[config.mk]
export PLATFORM = sky130hd
export DESIGN_NAME = btisa_seq_ctrl_flat
export DESIGN_NICKNAME = d
export VERILOG_FILES = /design/src/rtl/btisa_seq_ctrl_if.sv /design/src/rtl/btisa_seq_ctrl.sv /design/src/flat_wrapper.sv
export SDC_FILE = /design/constraint.sdc
export NUM_CORES = 1
export LEC_CHECK = 0
export ABC_CLOCK_PERIOD_IN_PS = 2700
export BUFFER_PORTS_ARGS = -buffer_cell sky130_fd_sc_hd__buf_2
export CELL_PAD_IN_SITES_DETAIL_PLACEMENT = 1
export CELL_PAD_IN_SITES_GLOBAL_PLACEMENT = 2
export CORE_MARGIN = 2
export CORE_UTILIZATION = 30
export CTS_BUF_LIST = sky130_fd_sc_hd__clkbuf_4 sky130_fd_sc_hd__clkbuf_8 sky130_fd_sc_hd__clkbuf_16
export CTS_CLUSTER_DIAMETER = 50
export DETAILED_ROUTE_END_ITERATION = 6
export PLACE_DENSITY_LB_ADDON = 0.1
export REMOVE_ABC_BUFFERS = 1
export SLEW_MARGIN = 15
export SYNTH_ARGS = -nofsm -noshare
export SYNTH_HDL_FRONTEND = slang
export SYNTH_SLANG_ARGS = --single-unit
[constraint.sdc]
create_clock -name clk -period 2.7 [get_ports clk]
set_clock_uncertainty 0.2 [all_clocks]
set_input_delay 0.135 -clock clk [delete_from_list [all_inputs] [get_ports clk]]
set_output_delay 0.135 -clock clk [all_outputs]
set_load 0.03 [all_outputs]
[src/rtl/btisa_seq_ctrl_if.sv]
// Control/handshake bundle between the sequencer and its datapath/memories.
// The sequencer takes the master side: it drives the strobes and status flags
// and consumes the decoded control lines and memory acknowledges.
`timescale 1ns/1ps
interface btisa_seq_ctrl_if;
    logic        start;
    logic        reg_write;
    logic        mem_read;
    logic        mem_write;
    logic        branch;
    logic        jump;
    logic        halt;
    logic        branch_taken;
    logic        imem_ack;
    logic        dmem_ack;
    logic        imem_req;
    logic        dmem_req;
    logic        dmem_we;
    logic        ir_load;
    logic        rf_we;
    logic        pc_we;
    logic [1:0]  pc_sel;
    logic        busy;
    logic        halted;
    logic        err;
    logic [15:0] instr_count;

    modport master (
        input  start, reg_write, mem_read, mem_write, branch, jump, halt,
               branch_taken, imem_ack, dmem_ack,
        output imem_req, dmem_req, dmem_we, ir_load, rf_we, pc_we, pc_sel,
               busy, halted, err, instr_count
    );

    modport slave (
        output start, reg_write, mem_read, mem_write, branch, jump, halt,
               branch_taken, imem_ack, dmem_ack,
        input  imem_req, dmem_req, dmem_we, ir_load, rf_we, pc_we, pc_sel,
               busy, halted, err, instr_count
    );
endinterface

[src/rtl/btisa_seq_ctrl.sv]
// Multi-cycle instruction sequencer: FETCH/DECODE/EXEC/MEM/WB with memory
// acknowledge timeouts, terminal HALT/ERR states and a saturating retire
// counter. Strobes are decoded from the current state (ir_load and the MEM
// retire additionally qualify on the acknowledge seen in that cycle).
`timescale 1ns/1ps
module btisa_seq_ctrl #(
    parameter int TIMEOUT_CYCLES = 15
) (
    input  logic             clk,
    input  logic             rst_n,
    btisa_seq_ctrl_if.master bus
);
    localparam int TW = $clog2(TIMEOUT_CYCLES + 1);

    localparam logic [2:0] S_IDLE   = 3'd0;
    localparam logic [2:0] S_FETCH  = 3'd1;
    localparam logic [2:0] S_DECODE = 3'd2;
    localparam logic [2:0] S_EXEC   = 3'd3;
    localparam logic [2:0] S_MEM    = 3'd4;
    localparam logic [2:0] S_WB     = 3'd5;
    localparam logic [2:0] S_HALT   = 3'd6;
    localparam logic [2:0] S_ERR    = 3'd7;

    logic [2:0]    state_reg, state_next;
    logic [TW-1:0] tmo_reg, tmo_next;
    logic [15:0]   instr_count_reg;
    logic          retire;
    logic          waiting;
    logic          tmo_hit;

    // The count is checked one cycle early so the cycle it would reach the
    // limit is the last one in which an ack can still be honoured.
    assign tmo_hit = (tmo_reg == TW'(TIMEOUT_CYCLES - 1));

    // Waiting on an ack in FETCH or MEM; any other state holds the counter
    // at zero, so every entry into FETCH/MEM starts a fresh count.
    assign waiting = ((state_reg == S_FETCH) && !bus.imem_ack) ||
                     ((state_reg == S_MEM)   && !bus.dmem_ack);
    assign tmo_next = waiting ? (tmo_reg + TW'(1)) : '0;

    // Instruction completes: EXEC with nothing further to do, a store-type
    // MEM access on ack, or the write-back cycle.
    assign retire = ((state_reg == S_EXEC) && !bus.mem_read && !bus.mem_write && !bus.reg_write) ||
                    ((state_reg == S_MEM) && bus.dmem_ack && !bus.mem_read) ||
                    (state_reg == S_WB);

    // Next-state selection, one transition per clock.
    always_comb begin
        state_next = state_reg;
        case (state_reg)
            S_IDLE:   if (bus.start) state_next = S_FETCH;
            S_FETCH: begin
                if (bus.imem_ack)  state_next = S_DECODE;
                else if (tmo_hit)  state_next = S_ERR;
            end
            S_DECODE: state_next = bus.halt ? S_HALT : S_EXEC;
            S_EXEC: begin
                if (bus.mem_read || bus.mem_write) state_next = S_MEM;
                else if (bus.reg_write)            state_next = S_WB;
                else                               state_next = S_FETCH;
            end
            S_MEM: begin
                if (bus.dmem_ack)  state_next = bus.mem_read ? S_WB : S_FETCH;
                else if (tmo_hit)  state_next = S_ERR;
            end
            S_WB:     state_next = S_FETCH;
            S_HALT:   state_next = S_HALT;
            S_ERR:    state_next = S_ERR;
            default:  state_next = S_IDLE;
        endcase
    end

    // State and timeout registers.
    always_ff @(posedge clk or negedge rst_n) begin
        if (!rst_n) begin
            state_reg <= S_IDLE;
            tmo_reg   <= '0;
        end else begin
            state_reg <= state_next;
            tmo_reg   <= tmo_next;
        end
    end

    // Retired-instruction counter, saturating at all ones.
    always_ff @(posedge clk or negedge rst_n) begin
        if (!rst_n) begin
            instr_count_reg <= '0;
        end else if (retire && (instr_count_reg != 16'hFFFF)) begin
            instr_count_reg <= instr_count_reg + 16'd1;
        end
    end

    assign bus.imem_req    = (state_reg == S_FETCH);
    assign bus.ir_load     = (state_reg == S_FETCH) && bus.imem_ack;
    assign bus.dmem_req    = (state_reg == S_MEM);
    assign bus.dmem_we     = (state_reg == S_MEM) && bus.mem_write;
    assign bus.rf_we       = (state_reg == S_WB);
    assign bus.pc_we       = retire;
    assign bus.pc_sel      = !retire                         ? 2'b00 :
                             bus.jump                        ? 2'b10 :
                             (bus.branch && bus.branch_taken) ? 2'b01 : 2'b00;
    assign bus.busy        = (state_reg == S_FETCH) || (state_reg == S_DECODE) ||
                             (state_reg == S_EXEC)  || (state_reg == S_MEM) ||
                             (state_reg == S_WB);
    assign bus.halted      = (state_reg == S_HALT);
    assign bus.err         = (state_reg == S_ERR);
    assign bus.instr_count = instr_count_reg;
endmodule

[src/flat_wrapper.sv]
// flat-port wrapper written by rule: the top's interface ports become plain ports
module btisa_seq_ctrl_flat 
#(
    parameter int TIMEOUT_CYCLES = 15
)
  (clk, rst_n, bus_start, bus_reg_write, bus_mem_read, bus_mem_write, bus_branch, bus_jump, bus_halt, bus_branch_taken, bus_imem_ack, bus_dmem_ack, bus_imem_req, bus_dmem_req, bus_dmem_we, bus_ir_load, bus_rf_we, bus_pc_we, bus_pc_sel, bus_busy, bus_halted, bus_err, bus_instr_count);
  btisa_seq_ctrl_if bus_i ();
  input  logic clk;
  input  logic rst_n;
  input wire logic [$bits(bus_i.start)-1:0] bus_start;
  input wire logic [$bits(bus_i.reg_write)-1:0] bus_reg_write;
  input wire logic [$bits(bus_i.mem_read)-1:0] bus_mem_read;
  input wire logic [$bits(bus_i.mem_write)-1:0] bus_mem_write;
  input wire logic [$bits(bus_i.branch)-1:0] bus_branch;
  input wire logic [$bits(bus_i.jump)-1:0] bus_jump;
  input wire logic [$bits(bus_i.halt)-1:0] bus_halt;
  input wire logic [$bits(bus_i.branch_taken)-1:0] bus_branch_taken;
  input wire logic [$bits(bus_i.imem_ack)-1:0] bus_imem_ack;
  input wire logic [$bits(bus_i.dmem_ack)-1:0] bus_dmem_ack;
  output wire logic [$bits(bus_i.imem_req)-1:0] bus_imem_req;
  output wire logic [$bits(bus_i.dmem_req)-1:0] bus_dmem_req;
  output wire logic [$bits(bus_i.dmem_we)-1:0] bus_dmem_we;
  output wire logic [$bits(bus_i.ir_load)-1:0] bus_ir_load;
  output wire logic [$bits(bus_i.rf_we)-1:0] bus_rf_we;
  output wire logic [$bits(bus_i.pc_we)-1:0] bus_pc_we;
  output wire logic [$bits(bus_i.pc_sel)-1:0] bus_pc_sel;
  output wire logic [$bits(bus_i.busy)-1:0] bus_busy;
  output wire logic [$bits(bus_i.halted)-1:0] bus_halted;
  output wire logic [$bits(bus_i.err)-1:0] bus_err;
  output wire logic [$bits(bus_i.instr_count)-1:0] bus_instr_count;
  assign bus_i.start = bus_start;
  assign bus_i.reg_write = bus_reg_write;
  assign bus_i.mem_read = bus_mem_read;
  assign bus_i.mem_write = bus_mem_write;
  assign bus_i.branch = bus_branch;
  assign bus_i.jump = bus_jump;
  assign bus_i.halt = bus_halt;
  assign bus_i.branch_taken = bus_branch_taken;
  assign bus_i.imem_ack = bus_imem_ack;
  assign bus_i.dmem_ack = bus_dmem_ack;
  assign bus_imem_req = bus_i.imem_req;
  assign bus_dmem_req = bus_i.dmem_req;
  assign bus_dmem_we = bus_i.dmem_we;
  assign bus_ir_load = bus_i.ir_load;
  assign bus_rf_we = bus_i.rf_we;
  assign bus_pc_we = bus_i.pc_we;
  assign bus_pc_sel = bus_i.pc_sel;
  assign bus_busy = bus_i.busy;
  assign bus_halted = bus_i.halted;
  assign bus_err = bus_i.err;
  assign bus_instr_count = bus_i.instr_count;
  btisa_seq_ctrl #(.TIMEOUT_CYCLES(TIMEOUT_CYCLES)) u_core (.clk(clk), .rst_n(rst_n), .bus(bus_i));
endmodule
-- Yosys cells after proc, flatten, opt, wreduce, memory -nomap -nowiden
Index checks and enable logic that the tools add are counted.
W data, S select, Z words.
- register bits after elaboration: 23
- add/subtract/negate cells: 2
- equality and inequality tests: 10
- multiplexer cells: 13
- reduce and logical (&&, ||, !) cells: 25
- operators with widths (kind ; count):
    $mux W3 ; 8
    $pmux W3 S8 ; 1
    $add A16 B1 Y16 const B ; 1
    $ne A16 B16 Y1 const B ; 1
    $eq A3 B3 Y1 const B ; 4
    $logic_and A1 B1 Y1 ; 11
    $logic_or A1 B1 Y1 ; 8
    $eq A3 B2 Y1 const B ; 2
    $logic_not A1 Y1 ; 5
    $add A4 B1 Y4 const B ; 1
    $eq A4 B4 Y1 const B ; 1
    $mux W2 ; 2
    $mux W4 ; 1
    $eq A3 B1 Y1 const B ; 1
    $logic_not A3 Y1 ; 1
    $ne A2 B2 Y1 const B ; 1
    $mux W1 ; 1

-- Longest topological paths before layout
- word-level depth: 7
- depth in mapped cells: 7

-- Worst setup path before layout
OpenSTA, ideal clock, no wires.
- path type: register to output
- start: reg u_core.state_reg[0]
- end: out bus_pc_sel[0]
- arrival: 1.698 ns
- setup slack: 0.667 ns
- cell stages (with the launch flop): 6
- cells stage by stage: dfrtp_1 -> buf_6 -> nand2b_4 -> or4_4 -> nand2_1 -> and4b_1
- word-level cells in the longest chain between the ends: 7
- elaborated cells between the ends (all ways): 11
- classes of those cells: eq/ne (3); mux (1); reduce/logical (7)
- ends and longest elaborated chain (element ; RTL line ; text):
    from (decl) ; btisa_seq_ctrl.sv:24 ; logic [2:0] state_reg, state_next;
    from (signal assigned) ; btisa_seq_ctrl.sv:79 ; state_reg <= state_next;
    $eq A3 B2 Y1 ; btisa_seq_ctrl.sv:43 ; assign retire = ((state_reg == S_EXEC) && !bus.mem_read && !bus.mem_write && !bus.reg_write) ||
    $logic_and A1 B1 Y1 (3 in a row) ; btisa_seq_ctrl.sv:43 ;
    $logic_or A1 B1 Y1 ; btisa_seq_ctrl.sv:43 ;
    $logic_or A1 B1 Y1 * ; btisa_seq_ctrl.sv:44 ; ((state_reg == S_MEM) && bus.dmem_ack && !bus.mem_read) ||
    net bus_pc_we ; flat_wrapper.sv:25 ; output wire logic [$bits(bus_i.pc_we)-1:0] bus_pc_we;
    $mux W2 * ; btisa_seq_ctrl.sv:99 ; assign bus.pc_sel = !retire ? 2'b00 :
    to (decl) ; flat_wrapper.sv:26 ; output wire logic [$bits(bus_i.pc_sel)-1:0] bus_pc_sel;
The timed path passes the listed nets; every way through them passes the cells marked *.

-- Worst setup path after layout
- start: reg u_core.state_reg[0]
- end: out bus_pc_sel[0]
- word-level cells in the longest chain between the ends: 7
- elaborated cells between the ends (all ways): 11
- classes of those cells: eq/ne (3); mux (1); reduce/logical (7)
- ends and longest elaborated chain (element ; RTL line):
    $eq A3 B2 Y1 ; btisa_seq_ctrl.sv:43
    $logic_and A1 B1 Y1 (3 in a row) ; btisa_seq_ctrl.sv:43
    $logic_or A1 B1 Y1 ; btisa_seq_ctrl.sv:43
    $logic_or A1 B1 Y1 * ; btisa_seq_ctrl.sv:44
    $mux W2 * ; btisa_seq_ctrl.sv:99
Every way passes the cells marked *; elsewhere a longest branch is shown, timed or not.

==> reports/qor.csv <==
stage,metric,value,unit
status,status,"finished, final reports clean",
layout,Multi-input gate area,643,sq um
critical_path,critical path's slowest cell,dfrtp_1,
synthesis,Yosys reg bits,23,
drt,Initial DRC Count,28,
critical_path,crit path launch,u_core.state_reg[0],
synthesis,Most used DFF post-synth,dfrtp_1,
critical_path,nature of the critical path endpoint,output port,
critical_path,CP Max Fanout,10,
die,Die Wd,69.1,um
drt,DRT Wirelength,3040,um
synthesis,"count leader, synth",dfrtp_1,
global_route,largest net degree at the start of global routing,24,
layout,max reg flops,16,
placed_design,RePlAce Congestion,0.783,
sta,RSZ-0062 raised after global routing,false,
layout,share of layout cells above drive strength 1,0.315,
drt,first drt pass iteration count,3,
critical_path,RR Startpoint,u_core.state_reg[0],
drt,detailed-route DRC error count,0,
synthesis,Unique masters post-synth,33,
synthesis,Synth Area per Inst,10.2,sq um
sta,final hold violation count,0,
synthesis,Mapped Cells,125,
layout,FF/Latch Area,576,sq um
synthesis,ranking of synthesized cells by area,"dfrtp_1 45%, xnor2_1 10%, and3_1 4.4%",
sta,final critical-path share of the clock period,0.831,
critical_path,Worst EP required,2.37,ns
critical_path,CP Launch Type,flip-flop,
clocking,TritonCTS Buffers,3,
clocking,post-CTS setup buffers,0,
critical_path,CP Cell Sequence,"nand2b_4, or4_4, nand2_1, and4b_1, buf_2",
synthesis,Synth top area share,0.453,
sta,fmax,446,MHz
drt,DR vias/cell,4.95,
critical_path,CP Data Arrival Time,1.91,ns
layout,Synth-to-Final Area Change,25.0,%
sta,final setup fails,0,
drt,Max Used Layer,met4,
layout,Final nets,184,
synthesis,post-synthesis sequential area ratio,0.453,
power_and_ir_drop,PnR Total Power,1.36,mW
clocking,clock buffer depth,2,
die,Die Span Y,69.1,um
critical_path,crit-path max cell delay,0.55,ns
die,die area,4770,sq um
sta,Worst-Margin Slew,0.542,ns
critical_path,WP buf/inv,1,
placed_design,Detail Placement HPWL,2350,um
global_route,initial antenna violation count,0,
die,Rows,23,
sta,final hold slack,0.0246,ns
critical_path,"CP delay by family, top",simple AND/OR/NAND/NOR gates,
clocking,clk_lat worst skew,0.27,ns
synthesis,Post-synth EDFFs,0,
drt,Met3 Wirelength,102,um
sta,Slew Limit Fails,0,
layout,fill cell count,488,
clocking,Num Clock Sinks,23,
clocking,root buffer cell,clkbuf_8,
drt,Wirelength per Cell,14.0,um
global_route,vias in the first global route,1131,
power_and_ir_drop,P_leak,0.804,nW
critical_path,Worst Setup Path Type,flip-flop to output port,
power_and_ir_drop,Power Dens Cells,858,nW/um^2
hold_path,Min-Delay Startpoint,bus_halt,
sta,Final min period,2.24,ns
die,starting density of the core,0.315,
layout,Util after Layout,0.394,
global_route,GRT Total Usage,0.132,
global_route,first-pass GRT wire length,5110,um
clocking,# H-tree levels,1,
synthesis,Commonest cells post-synth,"23 x dfrtp_1, 15 x xnor2_1, 11 x nor2_1",
synthesis,async set-reset flop share out of synthesis,1.00,
clocking,Worst-path clk slew,0.08,ns
placed_design,IO Port Bufs,38,
job,# Max-Cap Violations,0,
layout,# diodes,0,
power_and_ir_drop,peak supply drop,342,uV
synthesis,Syn. warnings,0,
global_route,GR Overflow Total,0,
drt,routed vias,1080,
hold_path,worst hold path class,input pin to flip-flop,
sta,setup TNS,0,ns
die,core area,4030,sq um
sta,max_slew headroom,0.638,
drt,Metal-1 WL,1260,um
drt,met2 WL,1660,um
die,IO Count,39,
drt,ANT nets after route,0,
synthesis,mapped cell area,1270,sq um
synthesis,"area leader, netlist",dfrtp_1,
clocking,CTS tree,done,
==> metal layers <==
layer  up-vias  GRT usage
met5         -          0
met4         0     0.0458
met3         2     0.0249
met2        18      0.252
met1       535      0.143
li1        525          -
==> layout by cell type, fill, tap and decap left out, types with 4 or more instances in the layout <==
cell type,synthesis,final
buf_2,2,38
dfrtp_1,23,23
xnor2_1,15,15
nor2_1,11,11
and3_1,9,9
nand4_1,8,8
nand2_1,7,7
o21ai_0,5,5
inv_1,4,4
==> worst reg2reg max path: cells and delay by family (launching register included) <==
kind | cells | cell delay (ns)
buffers and inverters | 1 | 0.21
and+or+nand+nor | 3 | 0.74
DFF | 1 | 0.55
xor gates and xnor gates | 1 | 0.16
AOI/OAI and AO/OA | 1 | 0.25
==> power breakdown <==
| group | switching [mW] | total [mW] | internal (mW) |
|---|---|---|---|
| Clock | 0.118 | 0.222 | 0.104 |
| Sequential | 0.0955 | 0.508 | 0.413 |
| Combinational | 0.406 | 0.631 | 0.225 |
==> final cells by class <==
| type | instances | share of cell area |
|---|---|---|
| repair buffers | 44 | 0.153 |
| well taps | 50 | 0.0394 |
| clock inverters | 1 | 0.00473 |
| multi-input cells | 93 | 0.405 |
| flip-flops and latches | 23 | 0.362 |
| clock buffers | 3 | 0.0260 |
| inverters | 4 | 0.00946 |
==> what timing repair did <==
| item | in CTS | in global routing |
|---|---|---|
| hold buffers | 3 | 0 |
| resized for setup | 0 | 0 |
| endpoints found under the hold margin | 25 | 0 |
==> metrics by stage <==
| stage | setup WS [ns] | cell area (sq um) | std cells |
|---|---|---|---|
| finish | 0.456 | 1590 | 218 |
| global route | 0.321 | 1590 | 218 |
| CTS | 0.428 | 1590 | 218 |
| detailed placement | 0.468 | 1510 | 211 |
| global placement | 0.537 | 1510 | 211 |
| floorplan | 0.496 | 1230 | 120 |
==> final timing paths <==
check,cells past startpoint,endpoint,slack [ns]
max reg2reg,6,u_core.bus.instr_count[9],0.47
min in group asynchronous,2,u_core.bus.instr_count[5],0.18
max,5,bus_pc_sel[0],0.46
min reg2reg,1,u_core.bus.instr_count[10],0.29
min,3,u_core.state_reg[2],0.02
max in group asynchronous,2,u_core.state_reg[2],1.76
==> cell families after synthesis <==
| family | count (synthesis) | share of synthesized area |
|---|---|---|
| adders and majority gates | 3 | 0.0296 |
| buffers and inverters | 9 | 0.0404 |
| AOI/OAI and AO/OA | 16 | 0.0896 |
| DFF | 23 | 0.453 |
| xor gates and xnor gates | 17 | 0.117 |
| muxes | 1 | 0.00887 |
| and+or+nand+nor | 56 | 0.261 |
Note: power is estimated with default switching activity, not from simulation.
